<file path="src/rtl/logic_unit_arbiter.sv">
// rtl/logic_unit_arbiter.sv - two-requester round-robin sequencer for a shared 8-bit logic unit
module logic_unit_arbiter (
    input  logic       clk,
    input  logic       rst,
    input  logic       req0_valid,
    output logic       req0_ready,
    input  logic [1:0] req0_op,
    input  logic [7:0] req0_x,
    input  logic [7:0] req0_y,
    input  logic       req1_valid,
    output logic       req1_ready,
    input  logic [1:0] req1_op,
    input  logic [7:0] req1_x,
    input  logic [7:0] req1_y,
    output logic [7:0] lu_x,
    output logic [7:0] lu_y,
    output logic [1:0] lu_op,
    input  logic [7:0] lu_o,
    output logic       rsp_valid,
    input  logic       rsp_ready,
    output logic       rsp_id,
    output logic [7:0] rsp_data,
    output logic       rsp_zero,
    output logic       busy
);

    typedef enum logic [1:0] {
        S_IDLE = 2'd0,
        S_EXEC = 2'd1,
        S_RESP = 2'd2
    } state_t;

    state_t     r_state;
    state_t     w_next_state;
    logic       r_ptr;
    logic       r_id;
    logic [7:0] r_lu_x;
    logic [7:0] r_lu_y;
    logic [1:0] r_lu_op;
    logic [7:0] r_rsp_data;
    logic       r_rsp_zero;

    logic       w_grant_valid;
    logic       w_grant_id;
    logic       w_handshake;
    logic [7:0] w_sel_x;
    logic [7:0] w_sel_y;
    logic [1:0] w_sel_op;

    // A lone requester always wins; the pointer only breaks ties.
    always_comb begin
        w_grant_valid = req0_valid | req1_valid;
        if (req0_valid && req1_valid) begin
            w_grant_id = r_ptr;
        end else begin
            w_grant_id = req1_valid;
        end
        w_sel_x  = w_grant_id ? req1_x  : req0_x;
        w_sel_y  = w_grant_id ? req1_y  : req0_y;
        w_sel_op = w_grant_id ? req1_op : req0_op;
    end

    always_ff @(posedge clk) begin
        if (rst) begin
            r_state <= S_IDLE;
        end else begin
            r_state <= w_next_state;
        end
    end

    always_comb begin
        w_next_state = r_state;
        w_handshake  = 1'b0;
        req0_ready   = 1'b0;
        req1_ready   = 1'b0;
        case (r_state)
            S_IDLE: begin
                if (!rst && w_grant_valid) begin
                    w_handshake  = 1'b1;
                    req0_ready   = ~w_grant_id;
                    req1_ready   = w_grant_id;
                    w_next_state = S_EXEC;
                end
            end
            S_EXEC: w_next_state = S_RESP;
            S_RESP: begin
                if (rsp_ready) begin
                    w_next_state = S_IDLE;
                end
            end
            default: w_next_state = S_IDLE;
        endcase
    end

    always_ff @(posedge clk) begin
        if (rst) begin
            r_ptr      <= 1'b0;
            r_id       <= 1'b0;
            r_lu_x     <= 8'h00;
            r_lu_y     <= 8'h00;
            r_lu_op    <= 2'b00;
            r_rsp_data <= 8'h00;
            r_rsp_zero <= 1'b0;
        end else begin
            if (w_handshake) begin
                r_lu_x  <= w_sel_x;
                r_lu_y  <= w_sel_y;
                r_lu_op <= w_sel_op;
                r_id    <= w_grant_id;
                r_ptr   <= ~w_grant_id;
            end
            // lu_o is only trusted one cycle after the operands settle.
            if (r_state == S_EXEC) begin
                r_rsp_data <= lu_o;
                r_rsp_zero <= (lu_o == 8'h00);
            end
        end
    end

    assign lu_x      = r_lu_x;
    assign lu_y      = r_lu_y;
    assign lu_op     = r_lu_op;
    assign rsp_valid = (r_state == S_RESP);
    assign rsp_id    = r_id;
    assign rsp_data  = r_rsp_data;
    assign rsp_zero  = r_rsp_zero;
    assign busy      = (r_state != S_IDLE);

endmodule

</file>
<file path="config.mk">
export PLATFORM = sky130hd
export DESIGN_NAME = logic_unit_arbiter
export DESIGN_NICKNAME = d
export VERILOG_FILES = /design/src/rtl/logic_unit_arbiter.sv
export SDC_FILE = /design/constraint.sdc
export NUM_CORES = 1
export LEC_CHECK = 0
export ABC_AREA = 1
export ABC_CLOCK_PERIOD_IN_PS = 3400
export CORE_MARGIN = 5
export CORE_UTILIZATION = 41
export CTS_CLUSTER_SIZE = 25
export DETAILED_ROUTE_END_ITERATION = 8
export PLACE_DENSITY = 0.95
export SYNTH_ARGS = -nofsm -noshare
export SYNTH_HDL_FRONTEND = slang
export SYNTH_SLANG_ARGS = --single-unit
export TNS_END_PERCENT = 1
</file>
<file path="constraint.sdc">
create_clock -name clk -period 3.4 [get_ports clk]
set_input_delay 1.02 -clock clk [delete_from_list [all_inputs] [get_ports clk]]
set_output_delay 1.02 -clock clk [all_outputs]
set_load 0.05 [all_outputs]
</file>
==> impl_summary.md <==
Detailed routing
The per-cell via count in the routed design is 4.821. The met2 wire length is 2108 um. The iteration-0 DRC count of the detailed router is 51. After detailed routing, the met3 layer carries 310 um of wire. After detailed routing, the wire length on met1 is 1692 um. For this run, design rule violations remaining after detail routing come to 0. The total number of vias is 1615.

Dividing the detail-routed wire length by the instance count gives 12.88 um. For this block, the routed nets add up to 4316 um of wire. For this run, the detailed router's first-pass iteration total came to 4. The count of nets left with antenna violations after detail routing is 0. Routed signal wires occupy layers up through met4.

Pwr
For this design the ratio of total power to cell area is 422.9 nW/um^2. The analysis attributes to cell leakage a power of 0.9668 nW. The peak supply drop is 258.8 uV. The post-route total power is 0.9979 mW.

Logic synthesis
The share of the yosys chip area belonging to registers is 0.4272. The mux contribution to synthesized area is 0. The cell area after synthesis is 1453 sq um. After synthesis, the largest family of logic cells by area is simple AND/OR/NAND/NOR gates. The share of the synthesized area in compound gates (AO/OA/AOI/OAI) is 0.1326.

Of the total synthesized cell area, the portion taken by full adders, half adders and majority gates is 0. The synthesized area divided by synthesized cell count is 7.052 sq um. The post-synthesis cell type count is 19. The total of flip-flops plus latches after synthesis is 31. Of the total synthesized cell area, the portion taken by AND, OR, NAND and NOR gates is 0.3566.

The number of cells produced by synthesis is 206. Of the total synthesized cell area, the portion taken by XOR and XNOR cells is 0. The number of synthesis warnings is 0. Counting every net in the synthesized netlist gives 255.

STA
The time the final worst path needs with I/O delays and setup is 3.222 ns. The final hold violation count is 0. The final worst setup slack is 0.1781 ns.

The total negative setup slack is 0 ns. At the pin with the least slew margin, the transition time is 0.5205 ns. The portion of the clock cycle consumed by the worst path in the final layout is 0.9476.

The final worst clock skew is 0.002112 ns. The max-slew violation total from the final report is 0. Setup violations remaining at the end of the flow were counted as 0. Setup repair after global routing left no endpoint under its margin. The maximum operating frequency is 0.3104 GHz.

The worst slew slack as a fraction of its limit is 0.6519.

Worst hold path
The worst hold path passes through 2 cells. The end point of the worst hold path is lu_y[3]$_SDFFE_PP0P_. The startpoint identified for the worst hold timing path is lu_y[3]$_SDFFE_PP0P_.

The type of the worst min-delay path is flop to flop.

Die
The die covers 4834 sq um. The region available for standard cell placement spans 3390 sq um. Measured along the y axis, the die boundary spans 69.53 um.

During I/O placement, the number of pins put on the boundary was 81. The die is 69.53 um wide. The cell row count is 21. The effective utilization at floorplan is 0.4286.

Clock tree
For this design, the CTS-stage hold fixing added 0 buffers. In this run the clock root is driven by a sky130_fd_sc_hd__clkbuf_4. The deepest level of the CTS H-tree is 2. TritonCTS built the clock tree.

Counting along the longest clock path gives a buffer depth of 2. For the worst-skew pair, the clock arrives at the later sink with an insertion delay of 0.33 ns. The total clock buffers created by CTS is 5. Clock-pin slew was measured on the worst setup and hold paths at 0.09 ns.

Once the clock tree was built, the resizer swapped 0 gates to a different size. The number of sinks handled by clock tree synthesis is 31. The number of setup buffers added after CTS is 0.

Global routing
The aggregate global routing overflow is 0. The total global routing track utilization is 0.1805. The number of antenna violations at the first check in global routing came to 0. The pin count of the biggest net entering global routing is 22. The via count of the first global-routing pass is 1585. The first global-routing pass estimated 6982 um of wire.

Critical path
The capturing point of the worst reg2reg path is lu_y[2]$_SDFFE_PP0P_. In this run the register-to-register setup slack is 2.12 ns. For the worst flop-to-flop path, the logic depth is 6.

The launching point of the worst reg2reg path is r_state[1]$_SDFFE_PP0P_. The startpoint-to-endpoint class of the critical path is primary input to primary output. The highest fanout seen on the critical path is 4.

STA puts the critical path data arrival time at 2.20 ns. At the worst endpoint, the required time is 2.38 ns. The worst setup path is captured at a primary output. STA classifies the critical path startpoint as a primary input.

Cells and area
After filler insertion, the fill cell instance count of the layout stands at 298. For this run, the share of the core covered by cells in the final layout is 0.6962. Summing all non-filler instances in the final layout gives an area of 2360 sq um. The leading cell type in the layout, fill and taps excluded is sky130_fd_sc_hd__clkdlybuf4s50_1.

Of the cells placed in the final design, the portion with a size suffix greater than 1 is 0.1142. The area growth from synthesis to layout is 62.45%. The sequential cell area is 620.6 sq um. The area of the multi-input gates is 710.7 sq um. The number of antenna diodes is 0. The library cells used most frequently in the layout, excluding fill and tap cells, are sky130_fd_sc_hd__clkdlybuf4s50_1 (78), sky130_fd_sc_hd__nand2_1 (76), sky130_fd_sc_hd__dfxtp_1 (31), sky130_fd_sc_hd__nor2_1 (22), sky130_fd_sc_hd__nand3_1 (18). The count of nets after finishing is 337.

Outcome
The flow ran to the end, and the final reports show no timing, DRC or antenna violations.

Placement
Detailed placement finished with a half-perimeter wire length of 3363 um. At the end of routability-driven placement, the weighted congestion stood at 0.7757. The area after detailed placement is 2291 sq um. The worst slack at placement is 0.1722 ns.

Input and output buffers added on the ports amount to 80.

Run
The tool flagged a number of max-cap violations equal to 0.
report_power, final:
group | internal [mW] | switching, mW
sequential | 0.392 | 0.0147
clock | 0.121 | 0.122
combinational | 0.141 | 0.207
total | 0.654 | 0.344
worst max path at each step:
stage	start	endpoint	depth (start not counted)
floorplan	rst	req1_ready	4
global placement	req1_valid	req1_ready	6
detailed placement	req1_valid	req1_ready	6
CTS	req1_valid	req1_ready	6
global route	req1_valid	req1_ready	6
finish	req1_valid	req1_ready	6
stage by stage:
stage | hold slack (ns) | cells
final | 0.4687 | 335
after global placement | 0.4523 | 327
after CTS | 0.4754 | 335
after global routing | 0.4911 | 335
after detailed placement | 0.4591 | 327
after floorplan | 0.4756 | 206
cell families (layout without fill, tap and decap cells):
group | count (synthesis) | count (layout)
AO/OA/AOI/OAI | 31 | 31
flip-flops | 31 | 31
buffers and inverters | 20 | 103
AND/OR/NAND/NOR | 124 | 124
cell usage after synthesis (all sizes together):
cell type,n,area share
nand2,79,0.21
clkbuf,1,0.0026
dfxtp,31,0.43
buf,10,0.056
inv,9,0.025
nor3,2,0.0069
nand3b,1,0.0052
o21ai,9,0.031
a21oi,22,0.10
nand3,19,0.074
nor2,23,0.061
layout make-up:
class	instances	share of cell area
tap	46	0.02439
inverter	9	0.01538
sequential	31	0.2630
clock buffer	8	0.02916
multi-input combinational	155	0.3012
timing repair buffer	86	0.3669
per-layer routing:
layer / GRT usage / vias up
met1: 0.1933 / 708
met5: 0 / -
met3: 0.05072 / 18
met2: 0.3019 / 70
li1: - / 819
met4: 0.1302 / 0
state kept, by name, summed over array words and instances (netlist names):
name / cells
lu_y: 8
rsp_data: 8
lu_op: 2
rsp_id: 1
r_ptr: 1
r_state: 2
lu_x: 8
rsp_zero: 1
worst max-delay path, cell delays in order:
cell,delay [ns]
sky130_fd_sc_hd__clkdlybuf4s50_1,0.57
sky130_fd_sc_hd__inv_2,0.06
sky130_fd_sc_hd__nand2_2,0.07
sky130_fd_sc_hd__nand3_4,0.07
sky130_fd_sc_hd__nor2_1,0.22
sky130_fd_sc_hd__buf_12,0.18
Note: power is estimated with default switching activity, not from simulation.
